==> src/rtl/rr_online_serial_add_if.sv <==
// Purpose : handshake/data bundle between a digit-stream producer/consumer and rr_online_serial_add.
// Latency : n/a (wiring only).
// Backpressure: producer offers digit pairs on in_valid, block accepts only while in_ready is high.
// Ports (master = stream source/sink, slave = adder):
//   start, sub, in_valid, x_digit, y_digit        master -> slave
//   in_ready, out_valid, s_digit, out_first,
//   out_last, busy                                slave  -> master
interface rr_online_serial_add_if #(
  parameter int RADIX = 4
);
  localparam int D = $clog2(RADIX) + 1;

  logic                start;
  logic                sub;
  logic                in_valid;
  logic signed [D-1:0] x_digit;
  logic signed [D-1:0] y_digit;
  logic                in_ready;
  logic                out_valid;
  logic signed [D-1:0] s_digit;
  logic                out_first;
  logic                out_last;
  logic                busy;

  modport master (
    output start, sub, in_valid, x_digit, y_digit,
    input  in_ready, out_valid, s_digit, out_first, out_last, busy
  );

  modport slave (
    input  start, sub, in_valid, x_digit, y_digit,
    output in_ready, out_valid, s_digit, out_first, out_last, busy
  );
endinterface

==> src/rtl/rr_online_serial_add.sv <==
// Purpose : MSDF digit-serial online adder/subtractor, radix 2^k >= 4, digit set [-(RADIX-1), RADIX-1].
// Latency : online delay 1; each accepted pair yields s_{j-1} the next cycle, s_WIDTH one cycle after FLUSH.
// Backpressure: in_ready high only in RUN; in_valid low there stalls everything, no output produced.
// Ports:
//   clk    rising-edge clock
//   rst_n  synchronous active-low reset
//   bus    slave side of rr_online_serial_add_if (start/sub/in_valid/x_digit/y_digit in,
//          in_ready/out_valid/s_digit/out_first/out_last/busy out)
// RADIX must be a power of two >= 4; radix 2 would need an online delay of 2.
module rr_online_serial_add #(
  parameter int RADIX = 4,
  parameter int WIDTH = 15
) (
  input  logic                  clk,
  input  logic                  rst_n,
  rr_online_serial_add_if.slave bus
);

  localparam int D  = $clog2(RADIX) + 1;
  localparam int CW = $clog2(WIDTH + 1);

  localparam logic signed [D:0] A_S    = (D+1)'(RADIX - 1);
  localparam logic [D-1:0]      R_D    = D'(RADIX);
  localparam logic [D-1:0]      T_POS  = D'(1);
  localparam logic [D-1:0]      T_NEG  = '1;
  localparam logic [CW-1:0]     CNT_LAST = CW'(WIDTH - 1);

  typedef enum logic [1:0] {IDLE, RUN, FLUSH} state_t;

  state_t          state_q, state_d;
  logic [CW-1:0]   count_q, count_d;
  logic [D-1:0]    w_prev_q, w_prev_d;
  logic            sub_q, sub_d;
  logic            first_q, first_d;
  logic            out_valid_q, out_valid_d;
  logic [D-1:0]    s_q, s_d;
  logic            out_first_q, out_first_d;
  logic            out_last_q, out_last_d;

  logic            accept;
  logic signed [D:0] xe, yv, ye, p;
  logic [D-1:0]    w, t, s_run;

  assign accept = bus.in_valid && (state_q == RUN);

  // Transfer / interim-sum selection. w and s are kept at D bits: both fit in
  // [-(RADIX-1), RADIX-1], and the +/-RADIX correction is exact modulo 2^D.
  always_comb begin
    xe = {bus.x_digit[D-1], bus.x_digit};
    yv = {bus.y_digit[D-1], bus.y_digit};
    ye = sub_q ? -yv : yv;
    p  = xe + ye;
    if (p >= A_S) begin
      t = T_POS;
      w = p[D-1:0] - R_D;
    end else if (p <= -A_S) begin
      t = T_NEG;
      w = p[D-1:0] + R_D;
    end else begin
      t = '0;
      w = p[D-1:0];
    end
    s_run = w_prev_q + t;
  end

  // State register (plus datapath/output registers).
  always_ff @(posedge clk) begin
    if (!rst_n) begin
      state_q     <= IDLE;
      count_q     <= '0;
      w_prev_q    <= '0;
      sub_q       <= 1'b0;
      first_q     <= 1'b0;
      out_valid_q <= 1'b0;
      s_q         <= '0;
      out_first_q <= 1'b0;
      out_last_q  <= 1'b0;
    end else begin
      state_q     <= state_d;
      count_q     <= count_d;
      w_prev_q    <= w_prev_d;
      sub_q       <= sub_d;
      first_q     <= first_d;
      out_valid_q <= out_valid_d;
      s_q         <= s_d;
      out_first_q <= out_first_d;
      out_last_q  <= out_last_d;
    end
  end

  // Next-state logic.
  always_comb begin
    state_d = state_q;
    case (state_q)
      IDLE:    if (bus.start) state_d = RUN;
      RUN:     if (accept && (count_q == CNT_LAST)) state_d = FLUSH;
      FLUSH:   state_d = IDLE;
      default: state_d = IDLE;
    endcase
  end

  // Output / datapath next values.
  always_comb begin
    count_d     = count_q;
    w_prev_d    = w_prev_q;
    sub_d       = sub_q;
    first_d     = first_q;
    out_valid_d = 1'b0;
    s_d         = '0;
    out_first_d = 1'b0;
    out_last_d  = 1'b0;
    case (state_q)
      IDLE: begin
        if (bus.start) begin
          sub_d    = bus.sub;
          count_d  = '0;
          w_prev_d = '0;
          first_d  = 1'b1;
        end
      end
      RUN: begin
        if (accept) begin
          count_d     = count_q + CW'(1);
          w_prev_d    = w;
          first_d     = 1'b0;
          out_valid_d = 1'b1;
          s_d         = s_run;
          out_first_d = first_q;
        end
      end
      FLUSH: begin
        // No later transfer can arrive, so the last digit is the bare interim sum.
        out_valid_d = 1'b1;
        s_d         = w_prev_q;
        out_last_d  = 1'b1;
      end
      default: ;
    endcase
  end

  assign bus.in_ready  = (state_q == RUN);
  assign bus.busy      = (state_q != IDLE);
  assign bus.out_valid = out_valid_q;
  assign bus.s_digit   = s_q;
  assign bus.out_first = out_first_q;
  assign bus.out_last  = out_last_q;

endmodule

==> src/flat_wrapper.sv <==
// flat-port wrapper written by rule: the top's interface ports become plain ports
module rr_online_serial_add_flat 
#(
  parameter int RADIX = 4,
  parameter int WIDTH = 15
)
  (clk, rst_n, bus_start, bus_sub, bus_in_valid, bus_x_digit, bus_y_digit, bus_in_ready, bus_out_valid, bus_s_digit, bus_out_first, bus_out_last, bus_busy);
  rr_online_serial_add_if #(.RADIX(RADIX)) bus_i ();
  input  logic clk;
  input  logic rst_n;
  input wire logic [$bits(bus_i.start)-1:0] bus_start;
  input wire logic [$bits(bus_i.sub)-1:0] bus_sub;
  input wire logic [$bits(bus_i.in_valid)-1:0] bus_in_valid;
  input wire logic [$bits(bus_i.x_digit)-1:0] bus_x_digit;
  input wire logic [$bits(bus_i.y_digit)-1:0] bus_y_digit;
  output wire logic [$bits(bus_i.in_ready)-1:0] bus_in_ready;
  output wire logic [$bits(bus_i.out_valid)-1:0] bus_out_valid;
  output wire logic [$bits(bus_i.s_digit)-1:0] bus_s_digit;
  output wire logic [$bits(bus_i.out_first)-1:0] bus_out_first;
  output wire logic [$bits(bus_i.out_last)-1:0] bus_out_last;
  output wire logic [$bits(bus_i.busy)-1:0] bus_busy;
  assign bus_i.start = bus_start;
  assign bus_i.sub = bus_sub;
  assign bus_i.in_valid = bus_in_valid;
  assign bus_i.x_digit = bus_x_digit;
  assign bus_i.y_digit = bus_y_digit;
  assign bus_in_ready = bus_i.in_ready;
  assign bus_out_valid = bus_i.out_valid;
  assign bus_s_digit = bus_i.s_digit;
  assign bus_out_first = bus_i.out_first;
  assign bus_out_last = bus_i.out_last;
  assign bus_busy = bus_i.busy;
  rr_online_serial_add #(.RADIX(RADIX), .WIDTH(WIDTH)) u_core (.clk(clk), .rst_n(rst_n), .bus(bus_i));
endmodule
==> config.mk <==
export PLATFORM = sky130hd
export DESIGN_NAME = rr_online_serial_add_flat
export DESIGN_NICKNAME = d
export VERILOG_FILES = /design/src/rtl/rr_online_serial_add_if.sv /design/src/rtl/rr_online_serial_add.sv /design/src/flat_wrapper.sv
export SDC_FILE = /design/constraint.sdc
export NUM_CORES = 1
export LEC_CHECK = 0
export CORE_AREA = 2 2 48 50
export CTS_BUF_LIST = sky130_fd_sc_hd__clkbuf_2
export CTS_CLUSTER_DIAMETER = 40
export CTS_CLUSTER_SIZE = 16
export DETAILED_ROUTE_END_ITERATION = 16
export DIE_AREA = 0 0 50 52
export GPL_ROUTABILITY_DRIVEN = 0
export PLACE_DENSITY = 0.81
export SYNTH_ARGS = -nofsm -noshare
export SYNTH_HDL_FRONTEND = slang
export SYNTH_SLANG_ARGS = --single-unit
export TNS_END_PERCENT = 10
==> constraint.sdc <==
create_clock -name clk -period 5.4 [get_ports clk]
set_clock_uncertainty 0.1 [all_clocks]
set_input_delay 1.08 -clock clk [delete_from_list [all_inputs] [get_ports clk]]
set_output_delay 1.08 -clock clk [all_outputs]
set_load 0.05 [all_outputs]
## Word-level counts from Yosys, hierarchy flattened

Cells that the tools add are included.
W data, S select, Z words.

| storage, ports and cells | value |
|---|---|
| bits in registers | 17 |
| bits of input ports | 11 |
| output and inout bits | 8 |
| logic and storage cells | 54 |

| operators by class | value |
|---|---|
| $add $sub $neg | 6 |
| $lt $le $gt $ge | 2 |
| equality and inequality tests | 6 |
| muxes and demuxes | 22 |
| reductions and logical operators | 9 |

Operators by type and width:

| kind | count |
|---|---|
| $mux W3 | 7 |
| $mux W4 | 3 |
| $pmux W3 S2 | 2 |
| $pmux W4 S2 | 1 |
| $reduce_and A3 Y1 | 2 |
| $add A3 B4 Y4 | 1 |
| $add A4 B1 Y4 const B | 1 |
| $eq A4 B4 Y1 const B | 1 |
| $ge A4 B3 Y1 const B | 1 |
| $le A4 B3 Y1 const B | 1 |
| $mux W1 | 4 |
| $mux W2 | 2 |
| $ne A2 B1 Y1 const B | 2 |
| $neg A3 Y4 | 1 |
| $pmux W1 S2 | 2 |
| $pmux W2 S2 | 1 |
| $reduce_and A2 Y1 | 2 |
| $reduce_bool A2 Y1 | 2 |
| $add A3 B3 Y3 | 1 |
| $add A3 B3 Y3 const B | 1 |
| $sub A3 B3 Y3 const B | 1 |
| $eq A2 B1 Y1 const B | 1 |
| $eq A2 B2 Y1 const B | 1 |
| $logic_and A1 B1 Y1 | 2 |
| 2 further kinds | 2 |

## Logic depth before layout (Yosys ltp)

| logic depth | value |
|---|---|
| word-level depth | 9 |
| gate-level depth with buffers | 16 |
| gate-level depth less buffers | 16 |

## Worst setup path before layout

Ideal clock, no wire load.

| path | value |
|---|---|
| kind | input to register |
| start point | in bus_y_digit[0] |
| end point | reg u_core.s_q[2], in the netlist u_core.bus.s_digit[2] |
| library setup time | 0.062 ns |
| arrival | 3.938 ns |
| required time | 5.238 ns |
| path slack | 1.300 ns |
| stages | 15 |
| buffers on the path | 0 |
| path through | inv_1 > ha_1 > nand2b_1 > xnor2_1 > ha_1 > and3_4 > a211oi_2 > xnor3_2 > a21o_2 > ha_1 > fa_1 > nor3_1 > nand2_1 > a211o_1 > nand3_1 |

| between the ends | value |
|---|---|
| cells in the longest elaborated chain, start to end | 9 |
| elaborated cells between the ends (all ways) | 10 |
| classes of those cells | add/sub (3); order compare (2); mux (5) |

RTL lines:

| item | line | RTL |
|---|---|---|
| start: declaration | flat_wrapper.sv:15 | `input wire logic [$bits(bus_i.y_digit)-1:0] bus_y_digit;` |
| $neg A3 Y4 | rr_online_serial_add.sv:51 | `ye = sub_q ? -yv : yv;` |
| $mux W4 (*) | rr_online_serial_add.sv:51 |  |
| $add A3 B4 Y4 (*) | rr_online_serial_add.sv:52 | `p = xe + ye;` |
| $le A4 B3 Y1 | rr_online_serial_add.sv:56 | `end else if (p <= -A_S) begin` |
| $mux W3 | rr_online_serial_add.sv:56 |  |
| $mux W3 (*) | rr_online_serial_add.sv:53 | `if (p >= A_S) begin` |
| $add A3 B3 Y3 (*) | rr_online_serial_add.sv:63 | `s_run = w_prev_q + t;` |
| $mux W3 (*) | rr_online_serial_add.sv:122 | `if (accept) begin` |
| $pmux W3 S2 (*) | rr_online_serial_add.sv:112 | `case (state_q)` |
| end signal: assignment | rr_online_serial_add.sv:75 | `s_q <= '0;` |
| end signal: assignment | rr_online_serial_add.sv:85 | `s_q <= s_d;` |
| end: declaration | rr_online_serial_add.sv:36 | `logic [D-1:0] s_q, s_d;` |

Mark *: on every way between the ends. The rest lies on a longest branch, timed or not.
A chain may end at the register's enable or synchronous reset.

## Final worst setup path

Same ends and word-level chain as after synthesis.

==> metrics.txt <==
final worst slack=0.8104 ns; Worst-path clk slew=0.15 ns; switching pwr=0.1301 mW; total wire length=2.106 mm; Synth area leaders=dfxtp_1 33%, ha_1 13%, nor2_1 6.1%, a21oi_1 5.3%, inv_1 4.7%; Synth Warn #=0; largest net degree at the start of global routing=11; CP arrival=4.74 ns; Clock power frac=17.3%; syn_nets=147; PwrDens=265.7 nW/um^2; Post-CTS Hold Buffers=0; area grow syn2layout=22.04%; Pint=0.2087 mW; Buf/Inv on CP=2; register area share after synthesis=32.57%; hold-critical path endpoint=u_core.bus.out_first; Seq pwr share=41.4%; Post-Syn Area=1045 um^2; Post-Place Worst Slack=0.4846 ns; DRC viols=0; die area=2600 um^2; worst rel slew slack=66.42%; WHS Path Cells=1; First-pass DRT Iterations=4; post-route ant nets=0; maximum vdd ir drop=174.5 uV; Min Hold Slack=0.4122 ns; fin area=1275 um^2; setup bufs post-CTS=0; core area=2106 um^2; first-pass GRT wire length=3.712 mm; Comb pwr share=41.3%; setup TNS=0 ns; CP max stage cell=clkdlybuf4s50_1; WL per Instance=12.24 um; outcome=complete, no violations; share of cells above drive strength 1=6.944%; CP delay by family, top=adder cells; Reg-to-Reg End=u_core.bus.s_digit[2]; Placed Area=1255 um^2; initial drt markers=16; RSZ-0062 raised after global routing=false; worst-margin pin slew=0.5021 ns; post-CTS sizing=0; row count=17; static leakage power=0.5322 nW; detailed placer's ending HPWL=1.644 mm; worst reg2reg path startpoint=u_core.sub_q; H-tree levels=1; crit-path max FO=6; IO Pins=19; hold_sp=u_core.first_q; syn_area_per_cell=8.494 um^2; ys async rst share=0%; Starting Density=49.61%; element type at the critical path end=flip-flop; worst hold path class=flip-flop to flip-flop; CTS sink count=17; max-cap viol count=0; Max Fclk=0.2179 GHz; Ant. Diodes=0; die height=52 um; GRT Util Overall=18.80%; CP most frequent cell=ha_1; r2r setup slk=1.96 ns; Finish-stage setup viols=0; CTS tree=done; startpoint type of the worst setup path=primary input; Port Buf Inserts=18; fin. max-slew vios=0; Slowest Stage Delay on Critical Path=0.52 ns; vias per cell=5.430; CP Cell Sequence=clkdlybuf4s50_1, inv_1, ha_1, nand2b_1, xnor2_1, ha_1, and3_4, a211oi_2, xnor3_2, a21o_2, ha_1, fa_1, nor3_1, nand2_1, a211o_1, nand3_1; cts bufs inserted=3; ratio of final minimum period to clock period=84.99%; largest area contributor in the netlist=dfxtp_1; clock period minus worst slack=4.590 ns; Clock Latency Late Sink=0.30 ns; #FFs+latches synth=17; initial antenna violation count=0; die width=50 um; Most used DFF post-synth=dfxtp_1; vias in the first global route=937; Nets=169; post-synth top area share=32.57%; Post-synth EDFFs=0; clock buffer depth=2; Vias=934; Hold Vio Cnt, Final=0; CP Class=primary input to flip-flop; Mapped Cells=123; switching portion of total power=38.40%; Yosys cell types=35; CP Data Required Time=5.55 ns; Root Driver=clkbuf_2; remaining global-route overflow=0; Worst Reg2Reg Path Length in Cells=13
==> through the flow <==
step / util (%) / std cells / power (mW)
6_report: 60.55 / 172 / 0.3388
5_1_grt: 60.55 / 172 / 0.3617
4_1_cts: 60.55 / 172 / 0.3418
3_5_place_dp: 59.60 / 168 / 0.2827
3_3_place_gp: 59.60 / 168 / 0.2773
2_1_floorplan: - / 123 / 0.2448
==> kinds of logic (layout without fill, tap and decap cells) <==
kind of cell               after synthesis  after routing  share of synthesized area, %
adders and majority gates               13             13                         17.01
muxes                                    1              1                        0.9581
xor gates and xnor gates                 4              4                         4.791
buffers and inverters                   15             36                         5.508
and+or+nand+nor                         45             45                         20.84
DFF                                     17             17                         32.58
AOI/OAI and AO/OA                       28             28                         18.32
==> cell type report <==
| cell class | instances | area (um^2) |
|---|---|---|
| Clock buffer | 4 | 20.02 |
| Fill cell | 182 | 830.8 |
| Inverter | 14 | 52.55 |
| Multi-Input combinational cell | 91 | 646.9 |
| Sequential cell | 17 | 340.3 |
| Tap cell | 28 | 35.03 |
| Timing Repair Buffer | 18 | 180.2 |
==> power groups by stage <==
stage	Sequential, mW	Combinational (mW)	Clock, mW
3_5_place_dp	0.143	0.140	0
6_report	0.140	0.140	0.0586
2_1_floorplan	0.148	0.0971	0
4_1_cts	0.140	0.141	0.0607
3_3_place_gp	0.143	0.134	0
5_1_grt	0.141	0.157	0.0637
==> worst register-to-register path, cell delays in order, from the launching register on <==
cell and delay [ns]:
dfxtp_1 0.44, nand2b_1 0.09, xnor2_1 0.22, ha_1 0.28
and3_4 0.17, a211oi_2 0.23, xnor3_2 0.43, a21o_2 0.21
ha_1 0.19, fa_1 0.42, nor3_1 0.19, nand2_1 0.07
a211o_1 0.26, nand3_1 0.07
==> flip-flops by register name, indices dropped and copies added, names as in the netlist <==
name / cells
u_core.count_q: 4
u_core.bus.s_digit: 3
u_core.w_prev_q: 3
u_core.state_q: 2
u_core.bus.out_first: 1
u_core.bus.out_last: 1
u_core.bus.out_valid: 1
u_core.first_q: 1
u_core.sub_q: 1
==> cells in the final DEF (no fill, tap or decap), types with 2 or more instances in the layout <==
cell	instances
nor3b_1	2
clkbuf_2	4
o21ai_0	4
a211oi_1	2
nand2b_1	3
inv_1	13
nor2_1	17
clkdlybuf4s50_1	18
dfxtp_1	17
or3_1	2
nand3_1	4
xnor2_1	2
nand4_1	2
a22oi_1	2
fa_1	2
a21oi_1	11
ha_1	11
and2_1	2
nand2_1	9
==> metal layers <==
layer	track usage [%]	part of all wire [%]
met5	0	0
met4	10.65	2.4
met3	2.011	3.8
met2	35.31	51
met1	20.36	43
==> cells in the mapped netlist (all sizes together), types with 2 or more instances <==
cell,instances
or3,2
a21oi,11
and3,2
nor3b,2
dfxtp,17
nor2,17
inv,13
nand2b,3
nand3,4
nand4,2
a211oi,3
and2,2
xnor2,2
fa,2
o21ai,5
ha,11
a21o,2
nand2,9
a22oi,2
==> how the worst max path moves through the flow <==
stage                    from                     to  depth (start not counted)
2_1_floorplan  bus_y_digit[0]  u_core.bus.s_digit[2]                         15
3_3_place_gp   bus_y_digit[0]  u_core.bus.s_digit[2]                         16
3_5_place_dp   bus_y_digit[0]  u_core.bus.s_digit[2]                         16
4_1_cts        bus_y_digit[0]  u_core.bus.s_digit[2]                         16
5_1_grt        bus_y_digit[0]  u_core.bus.s_digit[2]                         16
6_report       bus_y_digit[0]  u_core.bus.s_digit[2]                         16
(Power assumes the default switching activity.)
